## src/rtl/fwd_hazard_unit.sv

```systemverilog
// Forwarding and load-use hazard unit for a classic five-stage pipeline.
// Computes the per-source EX forwarding selects one stage early, in ID, and
// registers them. It also detects load-use hazards and inserts LU_BUBBLES
// bubbles per hazard. Branch/jump flush takes priority over hazards and over
// any stall already in progress.
module fwd_hazard_unit #(
    parameter int AW         = 5,
    parameter int NSRC       = 2,
    parameter int LU_BUBBLES = 1,
    parameter int CW         = 32
) (
    input  logic                 clk,
    input  logic                 reset,
    input  logic                 id_valid,
    input  logic [NSRC*AW-1:0]   id_rs,
    input  logic [NSRC-1:0]      id_rs_used,
    input  logic [AW-1:0]        ex_rd,
    input  logic                 ex_regwrite,
    input  logic                 ex_memread,
    input  logic [AW-1:0]        mem_rd,
    input  logic                 mem_regwrite,
    input  logic                 flush,
    output logic [2*NSRC-1:0]    fwd_sel,
    output logic                 stall,
    output logic                 bubble,
    output logic [CW-1:0]        stall_cycles
);

    typedef enum logic [0:0] {
        RUN   = 1'b0,
        STALL = 1'b1
    } state_t;

    // Forwarding select encodings as seen by the EX operand muxes.
    localparam logic [1:0] SEL_RF    = 2'b00;
    localparam logic [1:0] SEL_EXMEM = 2'b10;
    localparam logic [1:0] SEL_MEMWB = 2'b01;

    // The bubble counter holds the number of bubbles still owed after the
    // current one. The hazard-detect cycle itself is the first bubble.
    localparam logic [1:0] LU_LOAD  = 2'(LU_BUBBLES - 1);
    localparam logic [1:0] CNT_ZERO = 2'd0;
    localparam logic [1:0] CNT_ONE  = 2'd1;

    localparam logic [CW-1:0]     STALL_MAX  = {CW{1'b1}};
    localparam logic [CW-1:0]     STALL_ONE  = {{(CW-1){1'b0}}, 1'b1};
    localparam logic [CW-1:0]     STALL_ZERO = {CW{1'b0}};
    localparam logic [2*NSRC-1:0] SEL_ZERO   = {(2*NSRC){1'b0}};

    state_t              state_r;
    logic [1:0]          bub_cnt_r;
    logic                hazard_s;
    logic [2*NSRC-1:0]   fwd_next_s;

    // A producer can supply a source if it writes a non-x0 register that
    // matches the source address. Writes to x0 are discarded by the
    // register file, so they are never forwarded.
    function automatic logic producer_hit(
        input logic          wr_en,
        input logic [AW-1:0] rd,
        input logic [AW-1:0] rs
    );
        producer_hit = wr_en && (rd != {AW{1'b0}}) && (rd == rs);
    endfunction

    // Next-cycle forwarding selects and load-use hazard detection for the
    // instruction currently in ID. A WB-stage producer needs no select
    // because the register file writes before it is read.
    always_comb begin
        hazard_s   = 1'b0;
        fwd_next_s = SEL_ZERO;
        for (int i = 0; i < NSRC; i++) begin
            if (id_valid && id_rs_used[i]) begin
                if (producer_hit(ex_regwrite, ex_rd, id_rs[i*AW +: AW])) begin
                    fwd_next_s[2*i +: 2] = SEL_EXMEM;
                end else if (producer_hit(mem_regwrite, mem_rd, id_rs[i*AW +: AW])) begin
                    fwd_next_s[2*i +: 2] = SEL_MEMWB;
                end else begin
                    fwd_next_s[2*i +: 2] = SEL_RF;
                end
                if (ex_memread && producer_hit(ex_regwrite, ex_rd, id_rs[i*AW +: AW])) begin
                    hazard_s = 1'b1;
                end else begin
                    hazard_s = hazard_s;
                end
            end else begin
                fwd_next_s[2*i +: 2] = SEL_RF;
            end
        end
    end

    // Pipeline control. Flush kills ID/EX, so it bubbles but must not hold
    // the PC, because the redirect has to be taken.
    always_comb begin
        if (reset) begin
            stall  = 1'b0;
            bubble = 1'b0;
        end else if (flush) begin
            stall  = 1'b0;
            bubble = 1'b1;
        end else if (state_r == STALL) begin
            stall  = 1'b1;
            bubble = 1'b1;
        end else if (hazard_s) begin
            stall  = 1'b1;
            bubble = 1'b1;
        end else begin
            stall  = 1'b0;
            bubble = 1'b0;
        end
    end

    // Load-use stall sequencer. It leaves STALL on the edge where the last
    // owed bubble is consumed, so each hazard yields exactly LU_BUBBLES.
    always_ff @(posedge clk) begin
        if (reset) begin
            state_r   <= RUN;
            bub_cnt_r <= CNT_ZERO;
        end else if (flush) begin
            state_r   <= RUN;
            bub_cnt_r <= CNT_ZERO;
        end else begin
            case (state_r)
                RUN: begin
                    if (hazard_s) begin
                        bub_cnt_r <= LU_LOAD;
                        state_r   <= (LU_BUBBLES > 1) ? STALL : RUN;
                    end else begin
                        bub_cnt_r <= CNT_ZERO;
                        state_r   <= RUN;
                    end
                end
                STALL: begin
                    if (bub_cnt_r <= CNT_ONE) begin
                        bub_cnt_r <= CNT_ZERO;
                        state_r   <= RUN;
                    end else begin
                        bub_cnt_r <= bub_cnt_r - CNT_ONE;
                        state_r   <= STALL;
                    end
                end
                default: begin
                    bub_cnt_r <= CNT_ZERO;
                    state_r   <= RUN;
                end
            endcase
        end
    end

    // Register the selects into EX. A bubble carries no operands, so it
    // always reads the register file.
    always_ff @(posedge clk) begin
        if (reset) begin
            fwd_sel <= SEL_ZERO;
        end else if (bubble) begin
            fwd_sel <= SEL_ZERO;
        end else begin
            fwd_sel <= fwd_next_s;
        end
    end

    // Performance counter of stalled cycles. It saturates rather than wraps.
    always_ff @(posedge clk) begin
        if (reset) begin
            stall_cycles <= STALL_ZERO;
        end else if (stall && (stall_cycles != STALL_MAX)) begin
            stall_cycles <= stall_cycles + STALL_ONE;
        end else begin
            stall_cycles <= stall_cycles;
        end
    end

endmodule
```

## config.mk

```make
export PLATFORM = sky130hd
export DESIGN_NAME = fwd_hazard_unit
export DESIGN_NICKNAME = d
export VERILOG_FILES = /design/src/rtl/fwd_hazard_unit.sv
export SDC_FILE = /design/constraint.sdc
export NUM_CORES = 1
export LEC_CHECK = 0
export CORE_AREA = 4 4 80 82
export DETAILED_ROUTE_END_ITERATION = 16
export DIE_AREA = 0 0 84 86
export GPL_ROUTABILITY_DRIVEN = 0
export PLACE_DENSITY = 0.72
export SYNTH_ARGS = -nofsm -noshare
export SYNTH_HDL_FRONTEND = slang
export SYNTH_SLANG_ARGS = --single-unit
```

## constraint.sdc

```tcl
create_clock -name clk -period 2 [get_ports clk]
set_input_delay 0.4 -clock clk [delete_from_list [all_inputs] [get_ports clk]]
set_output_delay 0.4 -clock clk [all_outputs]
set_load 0.02 [all_outputs]
```

==> metrics.txt, run 1 <==
unrepaired setup endpoints after global routing true; failing checks setup timing; worst hold path class register to register; initial antenna violation count 0; Yosys warning total 0; post-layout total power 1.657 mW; global router's overall resource usage 0.2364; Critical-path top delay cell sky130_fd_sc_hd__or4_4; post-detail-place hpwl approximately 5500 microns; sequential cell area fraction in the yosys report 0.3463; I/O pin cnt 67; Max stage delay on crit path 0.54 ns; peak clock frequency supported by timing 409.5 MHz; total placed instance area between 3000 and 4000 sq um; final worst clock skew around 0.014 ns; latest clock arrival within the worst-skew pair 0.30 ns; most frequent cell after synthesis sky130_fd_sc_hd__dfxtp_1; Finished Cell Area 4269 sq um; remaining number of nets flagged by the antenna check after routing 0; max-slew violations 0; die area between 7000 and 8000 sq um; clock period minus final worst setup slack 2.442 ns; # clock sinks 39; Post-Synthesis Net Count 295; instance count of the mapped netlist 263; final worst-path cycle share 1.221; share of synthesized flip-flops with an asynchronous set or reset 0; syn avg cell area 8.573 sq um; area of the mapped netlist 2255 sq um; crit path capture type output port; top cell type's share of synthesized area 0.3463; die width 84 microns; buffering stage count on the worst path with inverters included 3; Port Buf Inserts 66; Final setup viols 33; Final Hold Viols 0; wirelength, routed 8947 microns; Net count, final 460; die span in y 86 microns; kind of start point of the critical path primary input; Root Buffer Master sky130_fd_sc_hd__clkbuf_8; layout cell share with drive strength beyond 1 0.4452; standard cell core area between 5000 and 6000 sq um; number of DRC markers in iteration 0 196; via count 2814; data required time at the worst endpoint 1.60 ns; Worst Tran Pin Value 0.4153 ns; number of buffers on the longest clock path 2; post-synthesis cell type with the largest combined area sky130_fd_sc_hd__dfxtp_1; remaining global-route overflow 0; final critical-path setup slack -0.4420 ns; Antenna diodes 0; static power due to leakage 1.639 nW; router iterations before antenna repair 5; Row Count 28; most frequent cells after synthesis sky130_fd_sc_hd__dfxtp_1, sky130_fd_sc_hd__nand2_1, sky130_fd_sc_hd__a21oi_1, sky130_fd_sc_hd__xnor2_1, sky130_fd_sc_hd__nor2_1; layout overhead on the synthesized area 89.35%; Clock Pin Slew Worst Setup and Hold Paths 0.08 ns; CTS tree yes; flop-to-flop setup slack -0.25 ns; total CTS buffers 5; leading register cell type out of synthesis sky130_fd_sc_hd__dfxtp_1; via count of the first global-routing pass 2789; drt via density 5.583; number of synthesized register bits 39; top area cells in the synthesized netlist sky130_fd_sc_hd__dfxtp_1, sky130_fd_sc_hd__xnor2_1, sky130_fd_sc_hd__a21oi_1, sky130_fd_sc_hd__nand2_1, sky130_fd_sc_hd__or3_1; highest ir drop seen on vdd 0.4106 mV; status finished with violations; first-pass GRT wire length about 14000 microns; largest net degree at the start of global routing 18; routed len/inst around 18 microns; Maximum Capacitance Violations 0; remaining routing DRC violations 0; total negative slack for setup checks -6.661 ns; crit-path max FO 3; hold buffers post-CTS 0; arrival time reported for the critical path endpoint 2.04 ns; post-synth cell types just under 50; list of cells traversed by the critical path buf_6 -> or4_4 -> o21ai_4 -> nor4b_4 -> buf_4 -> o21ai_4 -> nand2_2 -> nor2_1 -> nor2_1 -> buf_4; critical path class primary input to output port; number of enable flip-flop cells after synthesis 0; effective utilization at floorplan 0.3924; H-tree depth 2; areal power density over the cells ~390 nW/um^2; relative slew slack 0.7225; kind of cell with the highest combined delay on the critical path simple AND/OR/NAND/NOR gates
-- final cells by class --
class                   instances  area [sq um]
multi-input cells             205          1734
clock inverters                 1         30.03
inverters                       9         33.78
well taps                      75         93.84
fillers                       376          1476
clock buffers                   7         76.32
repair buffers                168          1498
flip-flops and latches         39         803.3
-- worst reg2reg max path: cells and delay by family, from the launching register on --
family          cells  cell delay, ns
simple gates        5            1.71
compound gates      1            0.14
flops               1            0.33
-- layout by cell type (no fill, tap or decap), types with 3 or more instances in the layout --
cell type	n
sky130_fd_sc_hd__dfxtp_4	4
sky130_fd_sc_hd__clkdlybuf4s50_1	45
sky130_fd_sc_hd__or4_4	5
sky130_fd_sc_hd__nor3_1	4
sky130_fd_sc_hd__buf_6	11
sky130_fd_sc_hd__dfxtp_1	29
sky130_fd_sc_hd__and3_1	6
sky130_fd_sc_hd__o21ai_2	3
sky130_fd_sc_hd__buf_2	6
sky130_fd_sc_hd__clkdlybuf4s15_1	4
sky130_fd_sc_hd__nand4_1	8
sky130_fd_sc_hd__a21oi_2	7
sky130_fd_sc_hd__or3_1	12
sky130_fd_sc_hd__nor4_4	5
sky130_fd_sc_hd__buf_12	3
sky130_fd_sc_hd__xor2_1	6
sky130_fd_sc_hd__or4_1	3
sky130_fd_sc_hd__o21ai_1	6
sky130_fd_sc_hd__nand2_1	21
sky130_fd_sc_hd__nand3_1	9
sky130_fd_sc_hd__inv_1	9
sky130_fd_sc_hd__xnor2_1	14
sky130_fd_sc_hd__a21oi_1	15
sky130_fd_sc_hd__dlygate4sd2_1	5
sky130_fd_sc_hd__ha_1	3
sky130_fd_sc_hd__nor2_1	14
sky130_fd_sc_hd__o31ai_1	4
sky130_fd_sc_hd__dfxtp_2	6
sky130_fd_sc_hd__buf_4	89
sky130_fd_sc_hd__clkbuf_8	5
sky130_fd_sc_hd__xnor2_2	3
sky130_fd_sc_hd__nand2_2	5
sky130_fd_sc_hd__nor3_2	3
-- power by group --
part	internal, mW	switching (mW)
clock	0.374	0.287
sequential	0.770	0.0000437
combinational	0.120	0.106
-- what timing repair did --
action	in CTS	in global routing
resized for setup	106	39
endpoints found under the setup margin	38	36
pin swaps	39	22
gates cloned	3	1
buffers inserted	18	4
endpoints found under the hold margin	0	0
-- cell families (layout without fill, tap and decap cells) --
group | Yosys count | count (layout) | synth area share
xor+xnor | 25 | 25 | 0.09711
compound gates | 57 | 57 | 0.1704
simple gates | 117 | 118 | 0.3147
flops | 39 | 39 | 0.3463
fa+ha+maj | 3 | 3 | 0.01665
mux | 2 | 2 | 0.009434
buf+inv | 20 | 185 | 0.04550
-- metal layers --
layer | wire [microns] | GRT usage
met5 | 0 | 0
met4 | 192 | 0.08333
met3 | 514 | 0.03842
met2 | 4597 | 0.4440
met1 | 3642 | 0.2702
-- flip-flops by register name, summed over array words and instances, names as in the netlist --
register      cells
bub_cnt_r         2
fwd_sel           4
stall_cycles     32
state_r           1
-- per-stage QoR --
step,util,hold slack (ns),setup slack [ns],instances
floorplan,-,0.4173,-0.1895,263
global placement,0.6276,0.4291,-1.074,474
detailed placement,0.6276,0.4456,-1.089,474
CTS,0.7121,0.4572,-0.3964,503
global route,0.7430,0.4677,-0.5222,504
finish,0.7430,0.4487,-0.4420,504
-- path summary, 6_finish.rpt --
check,start,to,cells past startpoint
max,ex_rd[3],bubble,10
min,bub_cnt_r[0],bub_cnt_r[0],1
min reg2reg,bub_cnt_r[0],bub_cnt_r[0],1
max reg2reg,stall_cycles[10],stall_cycles[23],6
Note: power is estimated with default switching activity, not from simulation.
==> run 2: changes to the inputs <==
--- a/config.mk
+++ b/config.mk
@@ -5,11 +5,10 @@
 export SDC_FILE = /design/constraint.sdc
 export NUM_CORES = 1
 export LEC_CHECK = 0
-export CORE_AREA = 4 4 80 82
+export CORE_AREA = 4 4 92 94
 export DETAILED_ROUTE_END_ITERATION = 16
-export DIE_AREA = 0 0 84 86
+export DIE_AREA = 0 0 96 98
 export GPL_ROUTABILITY_DRIVEN = 0
-export PLACE_DENSITY = 0.72
 export SYNTH_ARGS = -nofsm -noshare
 export SYNTH_HDL_FRONTEND = slang
 export SYNTH_SLANG_ARGS = --single-unit
==> run 2 against run 1 <==
  * The run still ends with setup timing left
  * Via count down 9.7%
  * Global-route usage down 7.4 points
  * Fmax is 4.6% higher
  * Clock power shrank 23%
  * Register-to-register slack improved by 0.06 ns
  * Clock skew fell by 0.0078 ns
  * Clock-buffer cell count is the same
  * Setup slack gained 0.11 ns
  * Utilization decreased by 20 points
  * Sequential share of layout area up 0.45 points
  * Non-clock buffer count decreased by 7
  * Critical path type is now primary input to register
  * Largest cell class unchanged
  * Largest power group unchanged
==> metrics.txt, run 2 (synthesis gave the netlist of run 1 again) <==
via count 2542 (was 2814); flip-flop count of the largest register, all copies and words added 32 (unchanged); layout overhead on the synthesized area 84.96% (was 89.35%); largest net degree at the start of global routing 31 (was 18); kind of cell with the highest combined delay on the critical path simple AND/OR/NAND/NOR gates (unchanged); total negative slack for setup checks -5.229 ns (was -6.661 ns); post-layout total power 1.487 mW (was 1.657 mW); global router's overall resource usage 0.1629 (was 0.2364); worst hold path class register to register (unchanged); latest clock arrival within the worst-skew pair 0.29 ns (was 0.30 ns); CTS tree yes (unchanged); effective utilization at floorplan 0.2948 (was 0.3924); clock period minus final worst setup slack 2.335 ns (was 2.442 ns); first-pass GRT wire length 12190 microns (was 13760 microns); Root Buffer Master sky130_fd_sc_hd__clkbuf_8 (unchanged); crit path capture type register (was output port); standard cell core area 7647 sq um (was 5746 sq um); static power due to leakage 1.585 nW (was 1.639 nW); failing checks setup timing (unchanged); number of buffers on the longest clock path 2 (unchanged); hold buffers post-CTS 0 (unchanged); final worst-path cycle share 1.167 (was 1.221); highest ir drop seen on vdd 0.2368 mV (was 0.4106 mV); met2 layer usage reported by global route 0.2639 (was 0.4440); wirelength, routed 7561 microns (was 8947 microns); relative slew slack 0.7534 (was 0.7225); final critical-path setup slack -0.3350 ns (was -0.4420 ns); list of cells traversed by the critical path dlygate4sd2_1 -> xnor2_1 -> nand2_1 -> nor4b_4 -> buf_4 -> nor3_4 -> or2_4 -> buf_12 -> or4_1 -> a21oi_1 (was buf_6 -> or4_4 -> o21ai_4 -> nor4b_4 -> buf_4 -> o21ai_4 -> nand2_2 -> nor2_1 -> nor2_1 -> buf_4); Clock Pin Slew Worst Setup and Hold Paths 0.07 ns (was 0.08 ns); die span in y 98 microns (was 86 microns); peak clock frequency supported by timing 428.3 MHz (was 409.5 MHz); # clock sinks 39 (unchanged); H-tree depth 2 (unchanged); layout cell share with drive strength beyond 1 0.4167 (was 0.4452); data required time at the worst endpoint 2.23 ns (was 1.60 ns); post-layout util 0.5453 (was 0.7430); total placed instance area 3610 sq um (was 3606 sq um); areal power density over the cells 356.5 nW/um^2 (was 388.2 nW/um^2); post-detail-place hpwl 5341 microns (was 5501 microns); flop-to-flop setup slack -0.19 ns (was -0.25 ns); Critical-path top delay cell sky130_fd_sc_hd__or4_1 (was sky130_fd_sc_hd__or4_4); Maximum Capacitance Violations 0 (unchanged); die area 9408 sq um (was 7224 sq um); routed len/inst 14.48 microns (was 17.75 microns); global routing met1 resource utilization 0.2199 (was 0.2702); kind of start point of the critical path primary input (unchanged); critical path class primary input to register (was primary input to output port); die width 96 microns (was 84 microns); total CTS buffers 5 (unchanged); Worst Tran Pin Value 0.3698 ns (was 0.4153 ns); remaining number of nets flagged by the antenna check after routing 0 (unchanged); buffering stage count on the worst path with inverters included 3 (unchanged); Row Count 32 (was 28); Max stage delay on crit path 0.50 ns (was 0.54 ns); unrepaired setup endpoints after global routing true (unchanged); commonest cells after routing, fill and taps aside sky130_fd_sc_hd__buf_4, sky130_fd_sc_hd__clkdlybuf4s50_1, sky130_fd_sc_hd__dfxtp_1 (unchanged); crit-path max FO 5 (was 3); Final Hold Viols 0 (unchanged); Antenna diodes 0 (unchanged); largest registers stall_cycles (32), fwd_sel (4), bub_cnt_r (2) (unchanged); via count of the first global-routing pass 2521 (was 2789); I/O pin cnt 67 (unchanged); Port Buf Inserts 66 (unchanged); largest register by flop count stall_cycles (unchanged); Finished Cell Area 4170 sq um (was 4269 sq um); max-slew violations 0 (unchanged); router iterations before antenna repair 4 (was 5); Final setup viols 28 (was 33); busiest layer in global routing met2 (unchanged); remaining global-route overflow 0 (unchanged); drt via density 4.870 (was 5.583); leading cell type in the layout, fill and taps excluded sky130_fd_sc_hd__buf_4 (unchanged); arrival time reported for the critical path endpoint 2.57 ns (was 2.04 ns); remaining routing DRC violations 0 (unchanged); number of DRC markers in iteration 0 107 (was 196); status finished with violations (unchanged); met3 track utilization from global routing 0.04006 (was 0.03842); Net count, final 452 (was 460); final worst clock skew 0.006556 ns (was 0.01440 ns); initial antenna violation count 0 (unchanged)
## run 2: cell types whose count changed in the layout (fill, tap and decap cells not counted), moves of 3 or more
cell,before,now
sky130_fd_sc_hd__o21ai_2,3,8
sky130_fd_sc_hd__or4_4,5,1
sky130_fd_sc_hd__buf_4,89,78
sky130_fd_sc_hd__a21oi_2,7,2
sky130_fd_sc_hd__or4_1,3,7
sky130_fd_sc_hd__a21oi_1,15,20
sky130_fd_sc_hd__clkdlybuf4s15_1,4,1
sky130_fd_sc_hd__buf_6,11,15
sky130_fd_sc_hd__o21ai_1,6,2
## run 2: layout make-up
type / instances / area [sq um]
Sequential cell: 39 / 803.3
Tap cell: 102 / 127.6
Fill cell: 700 / 3477
Timing Repair Buffer: 161 / 1471
Clock buffer: 7 / 76.32
Inverter: 9 / 33.78
Multi-Input combinational cell: 204 / 1658
## run 2: path summary, 6_finish.rpt
path / startpoint / end / cells after the start
setup / recovery: id_rs[1] / stall_cycles[29] / 10
hold / removal: bub_cnt_r[0] / bub_cnt_r[0] / 1
setup reg to reg: stall_cycles[26] / stall_cycles[29] / 8
hold reg to reg: bub_cnt_r[0] / bub_cnt_r[0] / 1
## run 2: report_power, final
part           total [mW]  internal [mW]  switching [mW]
clock               0.511          0.240           0.271
combinational       0.205          0.112          0.0930
sequential          0.770          0.770       0.0000448
## run 2: per-layer routing
| metal | wire, microns | share of wire |
|---|---|---|
| met1 | 3451 | 0.46 |
| met2 | 3791 | 0.50 |
| met4 | 48 | 0.0063 |
| met5 | 0 | 0 |
| met3 | 269 | 0.036 |
## run 2: repair_timing
action,in CTS,in global routing
cloned,4,0
buffers inserted,11,6
resized for setup,113,20
endpoints found under the setup margin,38,35
pin swaps,35,27
## run 2: stage by stage
step / instances / setup slack [ns] / hold slack (ns)
3_3_place_gp: 497 / -1.051 / 0.4288
4_1_cts: 517 / -0.3138 / 0.4513
5_1_grt: 522 / -0.4228 / 0.4709
6_report: 522 / -0.3350 / 0.4463
2_1_floorplan: 263 / -0.1895 / 0.4173
3_5_place_dp: 497 / -1.074 / 0.4411
## run 2: worst register-to-register path: cells and delay by family, from the launching register on
family	cells	cell delay (ns)
buffers and inverters	1	0.15
and+or+nand+nor	5	1.38
AOI/OAI and AO/OA	2	0.28
DFF	1	0.31
==> run 3: changes to the inputs <==
--- a/config.mk
+++ b/config.mk
@@ -5,6 +5,7 @@
 export SDC_FILE = /design/constraint.sdc
 export NUM_CORES = 1
 export LEC_CHECK = 0
+export ABC_CLOCK_PERIOD_IN_PS = 2000
 export CORE_AREA = 4 4 92 94
 export DETAILED_ROUTE_END_ITERATION = 16
 export DIE_AREA = 0 0 96 98
==> results of run 3 <==
The final DEF is identical to that of run 2; final timing and power are the same.
